## config.mk

```make
export PLATFORM = sky130hd
export DESIGN_NAME = seq_add64
export DESIGN_NICKNAME = d
export VERILOG_FILES = /design/src/rtl/seq_add64.sv
export SDC_FILE = /design/constraint.sdc
export NUM_CORES = 1
export LEC_CHECK = 0
export CAP_MARGIN = 20
export CORE_MARGIN = 4
export CORE_UTILIZATION = 46
export CTS_CLUSTER_DIAMETER = 150
export DETAILED_ROUTE_END_ITERATION = 10
export HOLD_SLACK_MARGIN = 0.05
export PLACE_DENSITY = 0.72
export SLEW_MARGIN = 30
export SYNTH_ARGS = -nofsm -noshare
export SYNTH_HDL_FRONTEND = slang
export SYNTH_SLANG_ARGS = --single-unit
```

## constraint.sdc

```tcl
create_clock -name clk -period 4 [get_ports clk]
set_clock_uncertainty 0.2 [all_clocks]
set_input_delay 0.6 -clock clk [delete_from_list [all_inputs] [get_ports clk]]
set_output_delay 0.6 -clock clk [all_outputs]
set_load 0.05 [all_outputs]
```

## src/rtl/seq_add64.sv

```systemverilog
// seq_add64: multi-cycle adder that streams 16*NSLICE-bit operands through one shared cla16.
// Optional macro SEQ_ADD_SUB_EN adds the sub port and a - b support.

module cla16 (
  input  logic [15:0] x,
  input  logic [15:0] y,
  input  logic        cin,
  output logic [15:0] s,
  output logic        cout,
  output logic        c_msb
);

  logic [15:0] g;
  logic [15:0] p;
  logic [3:0]  gg;
  logic [3:0]  gp;
  logic [4:0]  gc;
  logic [16:0] c;

  assign g = x & y;
  assign p = x ^ y;

  // Group generate/propagate for four 4-bit lookahead groups
  always_comb begin
    gg = '0;
    gp = '0;
    for (int j = 0; j < 4; j++) begin
      gg[j] = g[4*j+3]
            | (p[4*j+3] & g[4*j+2])
            | (p[4*j+3] & p[4*j+2] & g[4*j+1])
            | (p[4*j+3] & p[4*j+2] & p[4*j+1] & g[4*j]);
      gp[j] = &p[4*j +: 4];
    end
  end

  assign gc[0] = cin;
  assign gc[1] = gg[0] | (gp[0] & cin);
  assign gc[2] = gg[1] | (gp[1] & gg[0]) | (gp[1] & gp[0] & cin);
  assign gc[3] = gg[2] | (gp[2] & gg[1]) | (gp[2] & gp[1] & gg[0])
               | (gp[2] & gp[1] & gp[0] & cin);
  assign gc[4] = gg[3] | (gp[3] & gg[2]) | (gp[3] & gp[2] & gg[1])
               | (gp[3] & gp[2] & gp[1] & gg[0])
               | (gp[3] & gp[2] & gp[1] & gp[0] & cin);

  always_comb begin
    c = '0;
    for (int j = 0; j < 4; j++) begin
      c[4*j]   = gc[j];
      c[4*j+1] = g[4*j] | (p[4*j] & gc[j]);
      c[4*j+2] = g[4*j+1] | (p[4*j+1] & g[4*j]) | (p[4*j+1] & p[4*j] & gc[j]);
      c[4*j+3] = g[4*j+2] | (p[4*j+2] & g[4*j+1])
               | (p[4*j+2] & p[4*j+1] & g[4*j])
               | (p[4*j+2] & p[4*j+1] & p[4*j] & gc[j]);
    end
    c[16] = gc[4];
  end

  assign s     = p ^ c[15:0];
  assign cout  = c[16];
  assign c_msb = c[15];

endmodule

module seq_add64 #(
  parameter int NSLICE = 4
) (
  input  logic                  clk,
  input  logic                  rst_n,
  input  logic                  start,
  input  logic [16*NSLICE-1:0]  a,
  input  logic [16*NSLICE-1:0]  b,
  input  logic                  ci,
`ifdef SEQ_ADD_SUB_EN
  input  logic                  sub,
`endif
  output logic                  busy,
  output logic                  done,
  output logic [16*NSLICE-1:0]  sum,
  output logic                  co,
  output logic                  ovf
);

  localparam int W  = 16 * NSLICE;
  localparam int KW = (NSLICE > 1) ? $clog2(NSLICE) : 1;
  localparam logic [KW-1:0] LAST = KW'(NSLICE - 1);

  typedef enum logic [1:0] {IDLE, RUN, DONE} state_t;

  state_t          state;
  logic [W-1:0]    op_a;
  logic [W-1:0]    op_b;
  logic [KW-1:0]   k;
  logic            carry;
  logic [15:0]     slice_a;
  logic [15:0]     slice_b;
  logic [15:0]     slice_s;
  logic            slice_co;
  logic            slice_cmsb;

  assign slice_a = op_a[{k, 4'b0000} +: 16];

`ifdef SEQ_ADD_SUB_EN
  logic op_sub;
  assign slice_b = op_sub ? ~op_b[{k, 4'b0000} +: 16] : op_b[{k, 4'b0000} +: 16];
`else
  assign slice_b = op_b[{k, 4'b0000} +: 16];
`endif

  cla16 u_cla (
    .x     (slice_a),
    .y     (slice_b),
    .cin   (carry),
    .s     (slice_s),
    .cout  (slice_co),
    .c_msb (slice_cmsb)
  );

  // One slice per RUN cycle; the top slice's carries give co and ovf for the full word
  always_ff @(posedge clk or negedge rst_n) begin
    if (!rst_n) begin
      state <= IDLE;
      op_a  <= '0;
      op_b  <= '0;
      k     <= '0;
      carry <= 1'b0;
      busy  <= 1'b0;
      done  <= 1'b0;
      sum   <= '0;
      co    <= 1'b0;
      ovf   <= 1'b0;
`ifdef SEQ_ADD_SUB_EN
      op_sub <= 1'b0;
`endif
    end else begin
      done <= 1'b0;
      case (state)
        IDLE, DONE: begin
          if (start) begin
            op_a  <= a;
            op_b  <= b;
            k     <= '0;
            busy  <= 1'b1;
            state <= RUN;
`ifdef SEQ_ADD_SUB_EN
            op_sub <= sub;
            carry  <= sub ? 1'b1 : ci;
`else
            carry  <= ci;
`endif
          end else begin
            state <= IDLE;
          end
        end
        RUN: begin
          sum[{k, 4'b0000} +: 16] <= slice_s;
          carry <= slice_co;
          k     <= k + 1'b1;
          if (k == LAST) begin
            state <= DONE;
            busy  <= 1'b0;
            done  <= 1'b1;
            co    <= slice_co;
            ovf   <= slice_co ^ slice_cmsb;
          end
        end
        default: begin
          state <= IDLE;
          busy  <= 1'b0;
        end
      endcase
    end
  end

endmodule
```

# Word level (Yosys, flattened, before mapping)
# Cells that the tools add are included.
# totals
memories,0
mem_bits_ro,0
word_cells,167
regBits,201
input_bits,132
latch_bits,0
mem_bits_rw,0
# classes
addsub,2
n_mux,13
multipliers,0
reduce_logical,11
magnitude_cmp,0
eq_ne,5
n_bitwise,122
div_mod_pow,0
n_shift,4
# ops
cell,n
64-bit by 7-bit indexed part select with 16-bit output,2
1-bit bitwise AND,72
64-bit bitwise mux,1
"16-bit by 8-bit variable shift with 64-bit output, first input constant",1
16-bit by 8-bit indexed part select with 64-bit output,1
1-bit OR,46
16-bit XOR,2
16-bit bitwise AND,1
4-bit AND reduction,4
6-bit negation with 8-bit output,1
2-bit case mux with 2 select lines,2
2-bit AND reduction,4
1-bit 2-to-1 mux,6
"2-bit equality test, second input constant",2
2-bit 2-to-1 mux,2
"2-bit != test, second input constant",2
1-bit case mux with 2 select lines,2
"2-bit by 1-bit adder with 2-bit output, second input constant",1
"2-bit by 1-bit equality test with 1-bit output, second input constant",1
2-bit zero test,1
2-bit nonzero test,1
2-bit OR reduction,1
1-bit XOR,1

# Longest topological paths before layout
# logic_depth
ltp_word,15
ltp_mapped,13
ltp_nobuf,10

# Modules after synthesis
# Synthesis repeated with hierarchy kept, for this count alone.
# hier_totals
cells_unflattened,934
area_unflattened_um2,9192.6
# modules_own_cells
module,seq_area_each_um2,area_each_um2,cells_per_inst,instances
seq_add64,5029.8,8413.1,833,1
cla16,0.0,779.5,101,1

# Worst setup path before layout
# OpenSTA, ideal clock, no wires.
# synth_timing
kind,register -> register
start,register k[0]
end,register sum[13]
path_stages_with_launch,13
n_path_buf,2
setup_slack_ps,-142
setup_ps,132
t_arrival_ps,3809
cell_sequence,dfrtp_1 > buf_2 > buf_2 > mux4_2 > ha_1 > and3_4 > a221oi_4 > o2111ai_1 > and3_1 > or2_2 > fa_1 > xnor2_1 > o21ai_0
# synth_between
elab_chain_cells,15
# synth_lines
item,line_no,text
"start, declared",92,logic [KW-1:0] k;
"start signal, assigned",157,k <= k + 1'b1;
"64-bit by 7-bit indexed part select with 16-bit output, on equally long branches","100, 106",
16-bit XOR or 16-bit bitwise AND (tied branches),"21, 20",
"1-bit bitwise AND, on equally long branches","29, 30, 31",
"1-bit OR, or another cell as far along",29,| (p[4*j+3] & g[4*j+2])
1-bit OR or 1-bit bitwise AND (tied branches),"30, 31",
1-bit OR,31,| (p[4*j+3] & p[4*j+2] & p[4*j+1] & g[4*j]);
1-bit bitwise AND,39,assign gc[3] = gg[2] | (gp[2] & gg[1]) | (gp[2] & gp[1] & gg[0])
1-bit OR (2 in series),39,
1-bit OR,40,| (gp[2] & gp[1] & gp[0] & cin);
"1-bit bitwise AND, on equally long branches","49, 50, 53",
"1-bit OR, on equally long branches","49, 50, 53",
16-bit XOR,58,assign s = p ^ c[15:0];
16-bit by 8-bit indexed part select with 64-bit output,155,"sum[{k, 4'b0000} +: 16] <= slice_s;"
64-bit bitwise mux (*),155,
"end signal, assigned by index",155,
"end, declared",78,"output logic [16*NSLICE-1:0] sum,"
# Every way passes the cells marked *; elsewhere a longest branch is shown, timed or not.
# A chain may end at the register's enable or synchronous reset.

# Final worst setup path
# layout_timing
start,register k[0]
end,register sum[29]
# The elaborated chain is that of the path after synthesis.

==> metrics.md <==
| Metric | Value |
|---|---|
| Status | `finished clean` |
| Via-to-Cell Ratio | `5.717` |
| Placed Area | `11520 um^2` |
| First-iteration detailed-routing DRC count | `523` |
| Final estimated routing congestion in global placement | `0.8308` |
| Net count after synthesis | `812` |
| Endpoints failing setup | `0` |
| Synth warn | `0` |
| Filler cell count | `1495` |
| Final Slew Violations | `0` |
| Reg2Reg Capture Point | `sum[29]$_DFFE_PN0P_` |
| Post-layout net count | `1016` |
| Hold wc startpoint | `sum[33]$_DFFE_PN0P_` |
| Cell area after synthesis | `9174 um^2` |
| Die extent in x | `149.2 um` |
| Number of clock sinks | `201` |
| Sequential Area | `5032 um^2` |
| Num CTS Buffers | `21` |
| Worst setup slack for register-to-register paths | `150 ps` |
| Residual DRC count | `0` |
| WS Path Type | `flop to flop` |
| Cells along the critical path | `buf_12 > mux4_2 > ha_1 > and3_4 > a221oi_4 > o2111ai_1 > and3_1 > or2_2 > fa_1 > xnor2_2 > o21ai_0` |
| Buffer cell driving the clock tree root | `clkbuf_16` |
| Proportion of layout cells with a drive suffix above 1 | `26.35%` |
| Starting Density | `46.98%` |
| Number of hold-slack violations in the final timing report | `0` |
| Post-route setup TNS | `0 ps` |
| Post-synthesis instance total | `654` |
| Category of the worst setup path launch point | `flop` |
| R2R cell count | `11` |
| Post-synthesis register bit count | `201` |
| Syn avg cell area | `14.03 um^2` |
| Number of flops mapped to enable cells by yosys | `0` |
| Post-placement worst setup slack | `89.97 ps` |
| Most used flip-flop cell after synthesis | `dfrtp_1` |
| Antenna cell count | `0` |
| Min-delay worst type | `flop to flop` |
| Number of distinct library cell variants in the gate-level netlist after synthesis | `58` |
| CTS H-tree lvls | `1` |
| Source-to-sink clock delay at the later pin of the worst-skew pair | `490 ps` |
| Total area of multi-input combinational cells | `3960 um^2` |
| Number of maximum-capacitance constraint violations | `0` |
| Async set-or-reset flop fraction in the synthesized netlist | `100.0%` |
| Critical path's largest stage delay | `510 ps` |
| Area added between synthesis and finish | `33.25%` |
| WHS Endpoint | `sum[33]$_DFFE_PN0P_` |
| Sequential cell area fraction in the yosys report | `54.83%` |
| Height of the die | `149.2 um` |
| Max FO, Critical Path | `11` |
| Sum of routed wire length over all layers | `23560 um` |
| WP data required | `4150 ps` |
| Total GRT Usage | `20.72%` |
| Largest net degree at the start of global routing | `132` |
| Number of placement rows | `51` |
| Count of input and output buffers | `199` |
| First-pass GRT wire length | `36580 um` |
| Kind of capture point of the worst setup path | `flop` |
| Clock tree from TritonCTS | `yes` |
| Overflow left after global routing | `0` |
| WP data arrival | `4000 ps` |
| Residual antenna-violating net count after detailed routing | `0` |
| Critical path's slowest cell | `mux4_2` |
| Longest Clk Path Bufs | `3` |
| Measured slew at the worst slew-check pin | `843.2 ps` |
| Final Cycle Share | `96.29%` |
| Top-level port count | `200` |
| Overall via count from detail_route | `6483` |
| Via count of the first global-routing pass | `6669` |
| Unrepaired setup endpoints after global routing | `no` |
| Routed length per placed instance | `20.78 um` |
| Worst R2R Start | `k[0]$_DFFE_PN0P_` |
| Final setup slack of the worst path | `148.6 ps` |
| Area of the core | `19530 um^2` |
| Minimum clock period after layout | `3851 ps` |
| Antenna violations before repair | `0` |
| Worst slew slack as a fraction of its limit | `43.78%` |
| Maximum clock frequency | `259.6 MHz` |
| Floorplan die area | `22270 um^2` |
| Instance count along the most critical hold path | `2` |
| Non-Filler Cell Area, Final | `12220 um^2` |
| Initial DRT Pass Iterations | `5` |
| Post-detailed-placement half-perimeter wirelength | `17240 um` |
| Worst-path clk slew | `60 ps` |
## metal layers
metal	up-vias	track usage [%]	part of all wire [%]
met5	-	0	0
met4	0	4.668	1.6
met3	37	3.221	6.4
met2	269	31.89	46
met1	3343	31.39	46
li1	2834	-	-
## area by class of cell
type	instances	share of cell area, %
inverter	14	0.4299
timing repair buffer	216	18.06
tap	265	2.712
multi-input combinational	404	32.40
clock buffer	27	4.729
sequential	201	41.17
clock inverter	7	0.5118
## worst max-delay path by stage
stage	depth (start not counted)	slack, ps	startpoint	to
after floorplan	12	20	k[0]$_DFFE_PN0P_	sum[13]$_DFFE_PN0P_
after global placement	11	200	k[0]$_DFFE_PN0P_	sum[45]$_DFFE_PN0P_
after detailed placement	11	90	k[0]$_DFFE_PN0P_	sum[29]$_DFFE_PN0P_
after CTS	11	60	k[0]$_DFFE_PN0P_	sum[29]$_DFFE_PN0P_
after global routing	11	6	k[0]$_DFFE_PN0P_	sum[45]$_DFFE_PN0P_
final	11	150	k[0]$_DFFE_PN0P_	sum[29]$_DFFE_PN0P_
## synthesized netlist by cell type, drive strengths merged, types with 2 or more instances
cell / instances / area [um^2]
nand2b: 4 / 25.02
o211ai: 3 / 22.52
nor3: 8 / 45.04
a21o: 6 / 45.04
o21bai: 3 / 22.52
fa: 4 / 80.08
clkbuf: 15 / 56.30
inv: 14 / 52.55
nand2: 43 / 161.4
buf: 20 / 100.1
a21oi: 5 / 25.02
and4: 2 / 21.27
o2111ai: 4 / 41.29
a31oi: 2 / 12.51
ha: 22 / 275.3
or3: 3 / 18.77
nand3: 2 / 10.01
xnor2: 4 / 35.03
mux2: 129 / 1453
or2: 3 / 18.77
or4b: 2 / 20.02
dfrtp: 201 / 5030
o21a: 2 / 15.01
a311oi: 2 / 35.04
xor2: 2 / 17.52
mux4: 32 / 720.7
a221oi: 5 / 61.31
a2111oi: 2 / 17.52
nor2: 17 / 63.81
nor2b: 2 / 12.51
and3: 5 / 36.28
a211o: 2 / 17.52
a22o: 26 / 227.7
nand3b: 3 / 35.03
o31ai: 12 / 90.09
o21ai: 32 / 163.9
## cell families after synthesis
| kind of cell | count (synthesis) | share of synthesized area, % |
|---|---|---|
| buffers and inverters | 49 | 2.278 |
| AND/OR/NAND/NOR | 99 | 5.483 |
| multiplexers | 162 | 23.80 |
| flip-flops | 201 | 54.83 |
| XOR/XNOR | 6 | 0.5728 |
| adder cells (fa/ha/maj) | 26 | 3.873 |
| AO/OA/AOI/OAI | 111 | 9.165 |
## sequential cells by signal (all words and copies together) (netlist names)
register,count
carry,1
co,1
op_a,64
sum,64
ovf,1
busy,1
done,1
k,2
op_b,64
state,2
## cells in the final DEF, fill, tap and decap left out, drive strengths merged, types with 16 or more instances in the layout
cell           count
a22o              26
buf               16
clkbuf            28
ha                22
nand2             43
nor2              17
mux4              32
clkdlybuf4s50    198
o21ai             32
mux2             129
dfrtp            201
## what timing repair did
item / CTS / global route
hold endpoints to repair: 0 / 16
setup endpoints to repair: 0 / 4
hold buffers: 0 / 1
setup buffers: 0 / 1
gates resized for setup: 0 / 1
## worst max-delay path, delay by kind of cell, from the launching register on
family | cells | cell delay (ps)
AND/OR/NAND/NOR | 3 | 790
adder cells (fa/ha/maj) | 2 | 770
AO/OA/AOI/OAI | 3 | 610
multiplexers | 1 | 510
flip-flops | 1 | 420
XOR/XNOR | 1 | 220
buffers and inverters | 1 | 170
## stage by stage
stage	util (%)	hold slack, ps	std cells
final	62.60	282.0	1134
after global routing	62.60	300.2	1134
after CTS	62.29	72.28	1131
after detailed placement	59.01	273.2	1097
after global placement	59.01	263.7	1097
after floorplan	-	104.4	654
Power is left out: the tool's default activity adds up to more than one toggle a clock period on the data nets, which glitch-free logic cannot reach.
